$ cat config.mk
export PLATFORM = sky130hd
export DESIGN_NAME = mem_port_arbiter_flat
export DESIGN_NICKNAME = d
export VERILOG_FILES = /design/src/rtl/mem_port_arbiter_pkg.sv /design/src/rtl/mem_port_arbiter_if.sv /design/src/rtl/mem_port_arbiter_resp_tag_pipe.sv /design/src/rtl/mem_port_arbiter.sv /design/src/flat_wrapper.sv
export SDC_FILE = /design/constraint.sdc
export NUM_CORES = 1
export LEC_CHECK = 0
export BUFFER_PORTS_ARGS = -buffer_cell sky130_fd_sc_hd__buf_2
export CORE_ASPECT_RATIO = 1.5
export CORE_MARGIN = 2
export CORE_UTILIZATION = 29
export DETAILED_ROUTE_END_ITERATION = 10
export PLACE_DENSITY = 0.6
export SLEW_MARGIN = 40
export SYNTH_ARGS = -nofsm -noshare
export SYNTH_HDL_FRONTEND = slang
export SYNTH_SLANG_ARGS = --single-unit
$ cat constraint.sdc
create_clock -name clk -period 2.28 [get_ports clk]
set_input_delay 0.114 -clock clk [delete_from_list [all_inputs] [get_ports clk]]
set_output_delay 0.114 -clock clk [all_outputs]
set_load 0.02 [all_outputs]
$ cat src/rtl/mem_port_arbiter_pkg.sv
// ============================================================
// mem_arb_pkg : owner tags and shared constants for the memory port arbiter
// Revision 1.0 : initial release
// ============================================================
`default_nettype none

package mem_arb_pkg;

  typedef enum logic [1:0] {
    OWN_NONE = 2'd0,
    OWN_IF   = 2'd1,
    OWN_D    = 2'd2
  } owner_t;

  localparam int MEM_LAT_MIN = 1;
  localparam int MEM_LAT_MAX = 4;

  // Streak counter width; STARVE_MAX must fit in it.
  localparam int STREAK_W = 4;

endpackage

`default_nettype wire

$ cat src/rtl/mem_port_arbiter_if.sv
// ============================================================
// mem_port_arbiter_if : requester and memory bus bundle for the arbiter
// Revision 1.0 : initial release
// ============================================================
`default_nettype none

interface mem_port_arbiter_if
  import mem_arb_pkg::*;
#(
  parameter int ADDR_W = 32,
  parameter int DATA_W = 32
);

  logic              if_req;
  logic [ADDR_W-1:0] if_addr;
  logic              if_flush;
  logic              if_gnt;
  logic              if_rvalid;
  logic [DATA_W-1:0] if_rdata;
  logic              d_req;
  logic              d_we;
  logic [ADDR_W-1:0] d_addr;
  logic [DATA_W-1:0] d_wdata;
  logic              d_gnt;
  logic              d_rvalid;
  logic [DATA_W-1:0] d_rdata;
  logic [ADDR_W-1:0] mem_a;
  logic [DATA_W-1:0] mem_wdata;
  logic              mem_read;
  logic              mem_write;
  logic [DATA_W-1:0] mem_rdata;
  logic [1:0]        align_err;

  modport master (
    output if_req, if_addr, if_flush, d_req, d_we, d_addr, d_wdata, mem_rdata,
    input  if_gnt, if_rvalid, if_rdata, d_gnt, d_rvalid, d_rdata,
    input  mem_a, mem_wdata, mem_read, mem_write, align_err
  );

  modport slave (
    input  if_req, if_addr, if_flush, d_req, d_we, d_addr, d_wdata, mem_rdata,
    output if_gnt, if_rvalid, if_rdata, d_gnt, d_rvalid, d_rdata,
    output mem_a, mem_wdata, mem_read, mem_write, align_err
  );

endinterface

`default_nettype wire

$ cat src/rtl/mem_port_arbiter_resp_tag_pipe.sv
// ============================================================
// resp_tag_pipe : fixed-latency owner shift register with fetch-flush rewrite
// Revision 1.0 : initial release
// ============================================================
`default_nettype none

module resp_tag_pipe
  import mem_arb_pkg::*;
#(
  parameter int DEPTH = 2
) (
  input  logic   clk,
  input  logic   reset,
  input  owner_t push_tag,
  input  logic   flush,
  output owner_t head_tag
);

  owner_t tags_q [DEPTH];
  owner_t tags_d [DEPTH];

  always_comb begin
    tags_d[0] = push_tag;
    for (int i = 1; i < DEPTH; i++) begin
      tags_d[i] = tags_q[i-1];
    end
    // Flush kills every fetch tag, including the one being loaded this cycle.
    for (int i = 0; i < DEPTH; i++) begin
      if (flush && (tags_d[i] == OWN_IF)) begin
        tags_d[i] = OWN_NONE;
      end
    end
  end

  always_ff @(posedge clk or posedge reset) begin
    if (reset) begin
      for (int i = 0; i < DEPTH; i++) begin
        tags_q[i] <= OWN_NONE;
      end
    end else begin
      for (int i = 0; i < DEPTH; i++) begin
        tags_q[i] <= tags_d[i];
      end
    end
  end

  assign head_tag = tags_q[DEPTH-1];

endmodule

`default_nettype wire

$ cat src/rtl/mem_port_arbiter.sv
// ============================================================
// mem_port_arbiter : shares one memory port between fetch and data requesters
// Revision 1.0 : initial release
// ============================================================
`default_nettype none

module mem_port_arbiter
  import mem_arb_pkg::*;
#(
  parameter int ADDR_W     = 32,
  parameter int DATA_W     = 32,
  parameter int MEM_LAT    = 1,
  parameter int STARVE_MAX = 4
) (
  input  logic               clk,
  input  logic               reset,
  input  logic               clk_en,
  mem_port_arbiter_if.slave  bus
);

  localparam logic [STREAK_W-1:0] c_starve_max = STREAK_W'(STARVE_MAX);

  logic [STREAK_W-1:0] streak_q, streak_d;
  logic [ADDR_W-1:0]   mem_a_q, mem_a_d;
  logic [DATA_W-1:0]   mem_wdata_q, mem_wdata_d;
  logic                mem_read_q, mem_read_d;
  logic                mem_write_q, mem_write_d;
  logic [1:0]          align_err_q, align_err_d;

  logic   w_starve;
  logic   w_if_gnt;
  logic   w_d_gnt;
  owner_t w_push_tag;
  owner_t w_head_tag;

  // A starved fetch beats data; a flushing fetch still blocks data that cycle.
  assign w_starve = (streak_q == c_starve_max) && bus.if_req;
  assign w_d_gnt  = !reset && clk_en && bus.d_req && !w_starve;
  assign w_if_gnt = !reset && clk_en && bus.if_req && !bus.if_flush &&
                    (!bus.d_req || w_starve);

  always_comb begin
    streak_d    = streak_q;
    mem_a_d     = mem_a_q;
    mem_wdata_d = mem_wdata_q;
    mem_read_d  = 1'b0;
    mem_write_d = 1'b0;
    align_err_d = align_err_q;
    w_push_tag  = OWN_NONE;

    if (!bus.if_req || w_if_gnt) begin
      streak_d = '0;
    end else if (w_d_gnt && (streak_q != c_starve_max)) begin
      streak_d = streak_q + 1'b1;
    end

    if (w_d_gnt) begin
      mem_a_d        = {bus.d_addr[ADDR_W-1:2], 2'b00};
      mem_wdata_d    = bus.d_wdata;
      mem_read_d     = !bus.d_we;
      mem_write_d    = bus.d_we;
      w_push_tag     = bus.d_we ? OWN_NONE : OWN_D;
      align_err_d[1] = align_err_q[1] | (bus.d_addr[1:0] != 2'b00);
    end else if (w_if_gnt) begin
      mem_a_d        = {bus.if_addr[ADDR_W-1:2], 2'b00};
      mem_read_d     = 1'b1;
      w_push_tag     = OWN_IF;
      align_err_d[0] = align_err_q[0] | (bus.if_addr[1:0] != 2'b00);
    end
  end

  always_ff @(posedge clk or posedge reset) begin
    if (reset) begin
      streak_q    <= '0;
      mem_a_q     <= '0;
      mem_wdata_q <= '0;
      mem_read_q  <= 1'b0;
      mem_write_q <= 1'b0;
      align_err_q <= 2'b00;
    end else begin
      streak_q    <= streak_d;
      mem_a_q     <= mem_a_d;
      mem_wdata_q <= mem_wdata_d;
      mem_read_q  <= mem_read_d;
      mem_write_q <= mem_write_d;
      align_err_q <= align_err_d;
    end
  end

  // Head of a MEM_LAT+1 deep pipe lines up with mem_rdata of the granted read.
  resp_tag_pipe #(
    .DEPTH (MEM_LAT + 1)
  ) u_resp_tag_pipe (
    .clk      (clk),
    .reset    (reset),
    .push_tag (w_push_tag),
    .flush    (bus.if_flush),
    .head_tag (w_head_tag)
  );

  assign bus.if_gnt    = w_if_gnt;
  assign bus.d_gnt     = w_d_gnt;
  assign bus.if_rvalid = (w_head_tag == OWN_IF) && !bus.if_flush;
  assign bus.d_rvalid  = (w_head_tag == OWN_D);
  assign bus.if_rdata  = bus.if_rvalid ? bus.mem_rdata : {DATA_W{1'b0}};
  assign bus.d_rdata   = bus.d_rvalid  ? bus.mem_rdata : {DATA_W{1'b0}};
  assign bus.mem_a     = mem_a_q;
  assign bus.mem_wdata = mem_wdata_q;
  assign bus.mem_read  = mem_read_q;
  assign bus.mem_write = mem_write_q;
  assign bus.align_err = align_err_q;

endmodule

`default_nettype wire

$ cat src/flat_wrapper.sv
// flat-port wrapper written by rule: the top's interface ports become plain ports
module mem_port_arbiter_flat import mem_arb_pkg::*;
#(
  parameter int ADDR_W     = 32,
  parameter int DATA_W     = 32,
  parameter int MEM_LAT    = 1,
  parameter int STARVE_MAX = 4
)
  (clk, reset, clk_en, bus_if_req, bus_if_addr, bus_if_flush, bus_d_req, bus_d_we, bus_d_addr, bus_d_wdata, bus_mem_rdata, bus_if_gnt, bus_if_rvalid, bus_if_rdata, bus_d_gnt, bus_d_rvalid, bus_d_rdata, bus_mem_a, bus_mem_wdata, bus_mem_read, bus_mem_write, bus_align_err);
  mem_port_arbiter_if #(.ADDR_W(ADDR_W), .DATA_W(DATA_W)) bus_i ();
  input  logic clk;
  input  logic reset;
  input  logic clk_en;
  input wire logic [$bits(bus_i.if_req)-1:0] bus_if_req;
  input wire logic [$bits(bus_i.if_addr)-1:0] bus_if_addr;
  input wire logic [$bits(bus_i.if_flush)-1:0] bus_if_flush;
  input wire logic [$bits(bus_i.d_req)-1:0] bus_d_req;
  input wire logic [$bits(bus_i.d_we)-1:0] bus_d_we;
  input wire logic [$bits(bus_i.d_addr)-1:0] bus_d_addr;
  input wire logic [$bits(bus_i.d_wdata)-1:0] bus_d_wdata;
  input wire logic [$bits(bus_i.mem_rdata)-1:0] bus_mem_rdata;
  output wire logic [$bits(bus_i.if_gnt)-1:0] bus_if_gnt;
  output wire logic [$bits(bus_i.if_rvalid)-1:0] bus_if_rvalid;
  output wire logic [$bits(bus_i.if_rdata)-1:0] bus_if_rdata;
  output wire logic [$bits(bus_i.d_gnt)-1:0] bus_d_gnt;
  output wire logic [$bits(bus_i.d_rvalid)-1:0] bus_d_rvalid;
  output wire logic [$bits(bus_i.d_rdata)-1:0] bus_d_rdata;
  output wire logic [$bits(bus_i.mem_a)-1:0] bus_mem_a;
  output wire logic [$bits(bus_i.mem_wdata)-1:0] bus_mem_wdata;
  output wire logic [$bits(bus_i.mem_read)-1:0] bus_mem_read;
  output wire logic [$bits(bus_i.mem_write)-1:0] bus_mem_write;
  output wire logic [$bits(bus_i.align_err)-1:0] bus_align_err;
  assign bus_i.if_req = bus_if_req;
  assign bus_i.if_addr = bus_if_addr;
  assign bus_i.if_flush = bus_if_flush;
  assign bus_i.d_req = bus_d_req;
  assign bus_i.d_we = bus_d_we;
  assign bus_i.d_addr = bus_d_addr;
  assign bus_i.d_wdata = bus_d_wdata;
  assign bus_i.mem_rdata = bus_mem_rdata;
  assign bus_if_gnt = bus_i.if_gnt;
  assign bus_if_rvalid = bus_i.if_rvalid;
  assign bus_if_rdata = bus_i.if_rdata;
  assign bus_d_gnt = bus_i.d_gnt;
  assign bus_d_rvalid = bus_i.d_rvalid;
  assign bus_d_rdata = bus_i.d_rdata;
  assign bus_mem_a = bus_i.mem_a;
  assign bus_mem_wdata = bus_i.mem_wdata;
  assign bus_mem_read = bus_i.mem_read;
  assign bus_mem_write = bus_i.mem_write;
  assign bus_align_err = bus_i.align_err;
  mem_port_arbiter #(.ADDR_W(ADDR_W), .DATA_W(DATA_W), .MEM_LAT(MEM_LAT), .STARVE_MAX(STARVE_MAX)) u_core (.clk(clk), .reset(reset), .clk_en(clk_en), .bus(bus_i));
endmodule
==> summary.md <==
| Metric | Value |
|---|---|
| CTS HTree Levels | `3` |
| Pre-antenna DRT Iters | `4` |
| R2r endpoint | `u_core.streak_q[3]` |
| Placed cell count | `736` |
| Non-filler cells, final | `754` |
| Top cells by instance count after synthesis | `dfrtp_1, and2_1, inv_1` |
| Reg2Reg Launch Point | `u_core.streak_q[0]` |
| FF+latch count, synth | `74` |
| Worst min path class | `in2reg` |
| Largest net degree at the start of global routing | `63` |
| Post-CTS Setup Repair Bufs | `0` |
| Max-slew violation count | `0` |
| Pwr Density | `725 nW/um^2` |
| Max VDD drop | `0.000465 V` |
| Unique masters post-synth | `33` |
| Avg Vias per Cell | `4.76` |
| Post-synth EDFFs | `0` |
| Routed len/inst | `15.5 um` |
| Vias in the first global route | `3600` |
| Final worst slack | `255 ps` |
| Initial Utilization | `29.9%` |
| Most area-hungry cell type in the Yosys netlist | `dfrtp_1` |
| Syn Inst Count | `330` |
| Die width | `96.7 um` |
| Max-cap viol count | `0` |
| RSZ-0062 raised after global routing | `no` |
| Yosys top cell area share | `49.6%` |
| Share of cells above drive strength 1 | `55.7%` |
| Die H | `143 um` |
| Post-CTS Resized | `0` |
| CTS clk-pin slew, worst paths | `60 ps` |
| DRT iter0 DRCs | `100` |
| Finished Cell Area | `5500 um^2` |
| Global Route Usage Sum | `16.3%` |
| Critical Path RT | `2170 ps` |
| CTS Buffer Depth | `2` |
| Worst min-delay path startpoint | `bus_if_addr[21]` |
| Startpoint types | `flop` |
| Final hold violation count | `0` |
| WP data arrival | `1910 ps` |
| Number of buffers added on ports | `268` |
| Tmin final | `2030 ps` |
| Core area | `12500 um^2` |
| Max frequency | `494 MHz` |
| CP Max Fanout | `37` |
| Hold path cells | `2` |
| Setup Skew | `7.89 ps` |
| CTS buffer count | `9` |
| First-pass GRT wire length | `18100 um` |
| Full die area | `13800 um^2` |
| Area after DPL | `5210 um^2` |
| Nature of the critical path endpoint | `primary output` |
| Main flop type after synthesis | `dfrtp_1` |
| Status | `complete, no violations` |
| Vias after detailed routing | `3590` |
| Area Growth Syn to Fin | `47.2%` |
| Hold endpoint | `u_core.bus.mem_a[21]` |
| Hold Slack | `8.28 ps` |
| Crit Path Category | `reg2out` |
| Place WS | `516 ps` |
| Lkg Pwr | `3.01 nW` |
| Antenna diodes | `0` |
| Routed wire length | `11700 um` |
| DRT antenna net count | `0` |
| Async S/R FF share, synth | `100%` |
| Setup TNS Final | `0 ps` |
| Clock latency on the worst-skew pair | `330 ps` |
| Row count | `50` |
| Final setup vio count | `0` |
| Placer Congestion | `0.842` |
| Fill cell count | `1221` |
| R2R depth | `5` |
| Yosys warning total | `0` |
| Final worst path period share | `88.8%` |
| Root Driver | `clkbuf_16` |
| Hold_buf cts | `2` |
| Nets | `730` |
| Sinks on Clock Net | `74` |
| Seq/Total Area, Yosys | `49.6%` |
| Num ports | `271` |
| Dominant cells by area after synthesis | `dfrtp_1, and2_1, mux2_2` |
| Reg2Reg Setup Slack | `500 ps` |
| Synthesized area | `3740 um^2` |
| Post-synthesis average cell area | `11.3 um^2` |
| CTS tree | `built` |
| Grt ovf | `0` |
| DRC violations left | `0` |
| Post-DP HPWL | `8810 um` |
| Count leader, synth | `dfrtp_1` |
| Antenna violations before repair | `0` |
==> sequential cells by signal (all words and copies together) (netlist names) <==
signal / count
u_core.bus.mem_a: 30
u_core.bus.align_err: 2
u_core.bus.mem_write: 1
u_core.streak_q: 4
u_core.bus.mem_read: 1
u_core.u_resp_tag_pipe.head_tag: 2
u_core.u_resp_tag_pipe.tags_q: 2
u_core.bus.mem_wdata: 32
==> placed cells by master (no fill, tap or decap), types with 3 or more instances in the layout <==
master	count
a211oi_1	33
a221o_1	30
and2_1	64
buf_12	3
buf_2	268
buf_4	6
clkbuf_16	9
clkinv_2	3
dfrtp_1	74
inv_1	35
mux2_2	32
nand3_1	3
o21ai_0	3
==> where the power goes <==
group	internal, W	switching (W)	total (W)
registers	0.00153	0.000113	0.00164
logic	0.000449	0.000600	0.00105
clock network	0.000738	0.000559	0.00130
==> per-stage QoR <==
stage                     utilization, %  total power (W)
final                               44.0          0.00399
after global routing                44.0          0.00420
after CTS                           44.0          0.00406
after detailed placement            41.6          0.00272
after global placement              41.6          0.00269
after floorplan                        -          0.00228
==> cells by family (layout without fill, tap and decap cells) <==
group           count (synthesis)  in the layout  share of synthesized area, %
flops                          74             74                          49.6
simple gates                   82             82                          14.3
compound gates                 74             74                          17.1
buf+inv                        65            332                          8.61
mux                            32             32                          9.65
fa+ha+maj                       2              2                         0.670
other cells                     1              2                         0.100
==> how the worst max path moves through the flow <==
stage,start,end,depth (start not counted)
2_1_floorplan,reset,u_core.bus.align_err[0],1
3_3_place_gp,u_core.streak_q[0],u_core.streak_q[3],5
3_5_place_dp,u_core.streak_q[0],u_core.streak_q[3],5
4_1_cts,u_core.streak_q[0],bus_if_gnt,6
5_1_grt,u_core.streak_q[0],bus_if_gnt,6
6_report,u_core.streak_q[0],bus_if_gnt,6
==> area by class of cell <==
| cell class | instances | area (um^2) | area share [%] |
|---|---|---|---|
| Clock buffer | 10 | 229 | 4.16 |
| Sequential cell | 74 | 1850 | 33.7 |
| Inverter | 37 | 143 | 2.59 |
| Multi-Input combinational cell | 192 | 1570 | 28.6 |
| Tap cell | 156 | 195 | 3.55 |
| Timing Repair Buffer | 279 | 1470 | 26.7 |
| Clock inverter | 6 | 42.5 | 0.774 |
==> layer usage <==
metal / track usage (%) / wire length, um / share of wire [%]
met5: 0 / 0 / 0
met1: 17.2 / 4250 / 36
met2: 30.4 / 6180 / 53
met3: 4.85 / 1080 / 9.3
met4: 6.00 / 173 / 1.5
==> worst max-delay path: stages (launching register included) <==
cell and delay, ps:
dfrtp_1 410, inv_1 90, ha_1 200, nand3b_1 210, a21boi_4 230, buf_12 230, buf_2 200
Note: power is estimated with default switching activity, not from simulation.
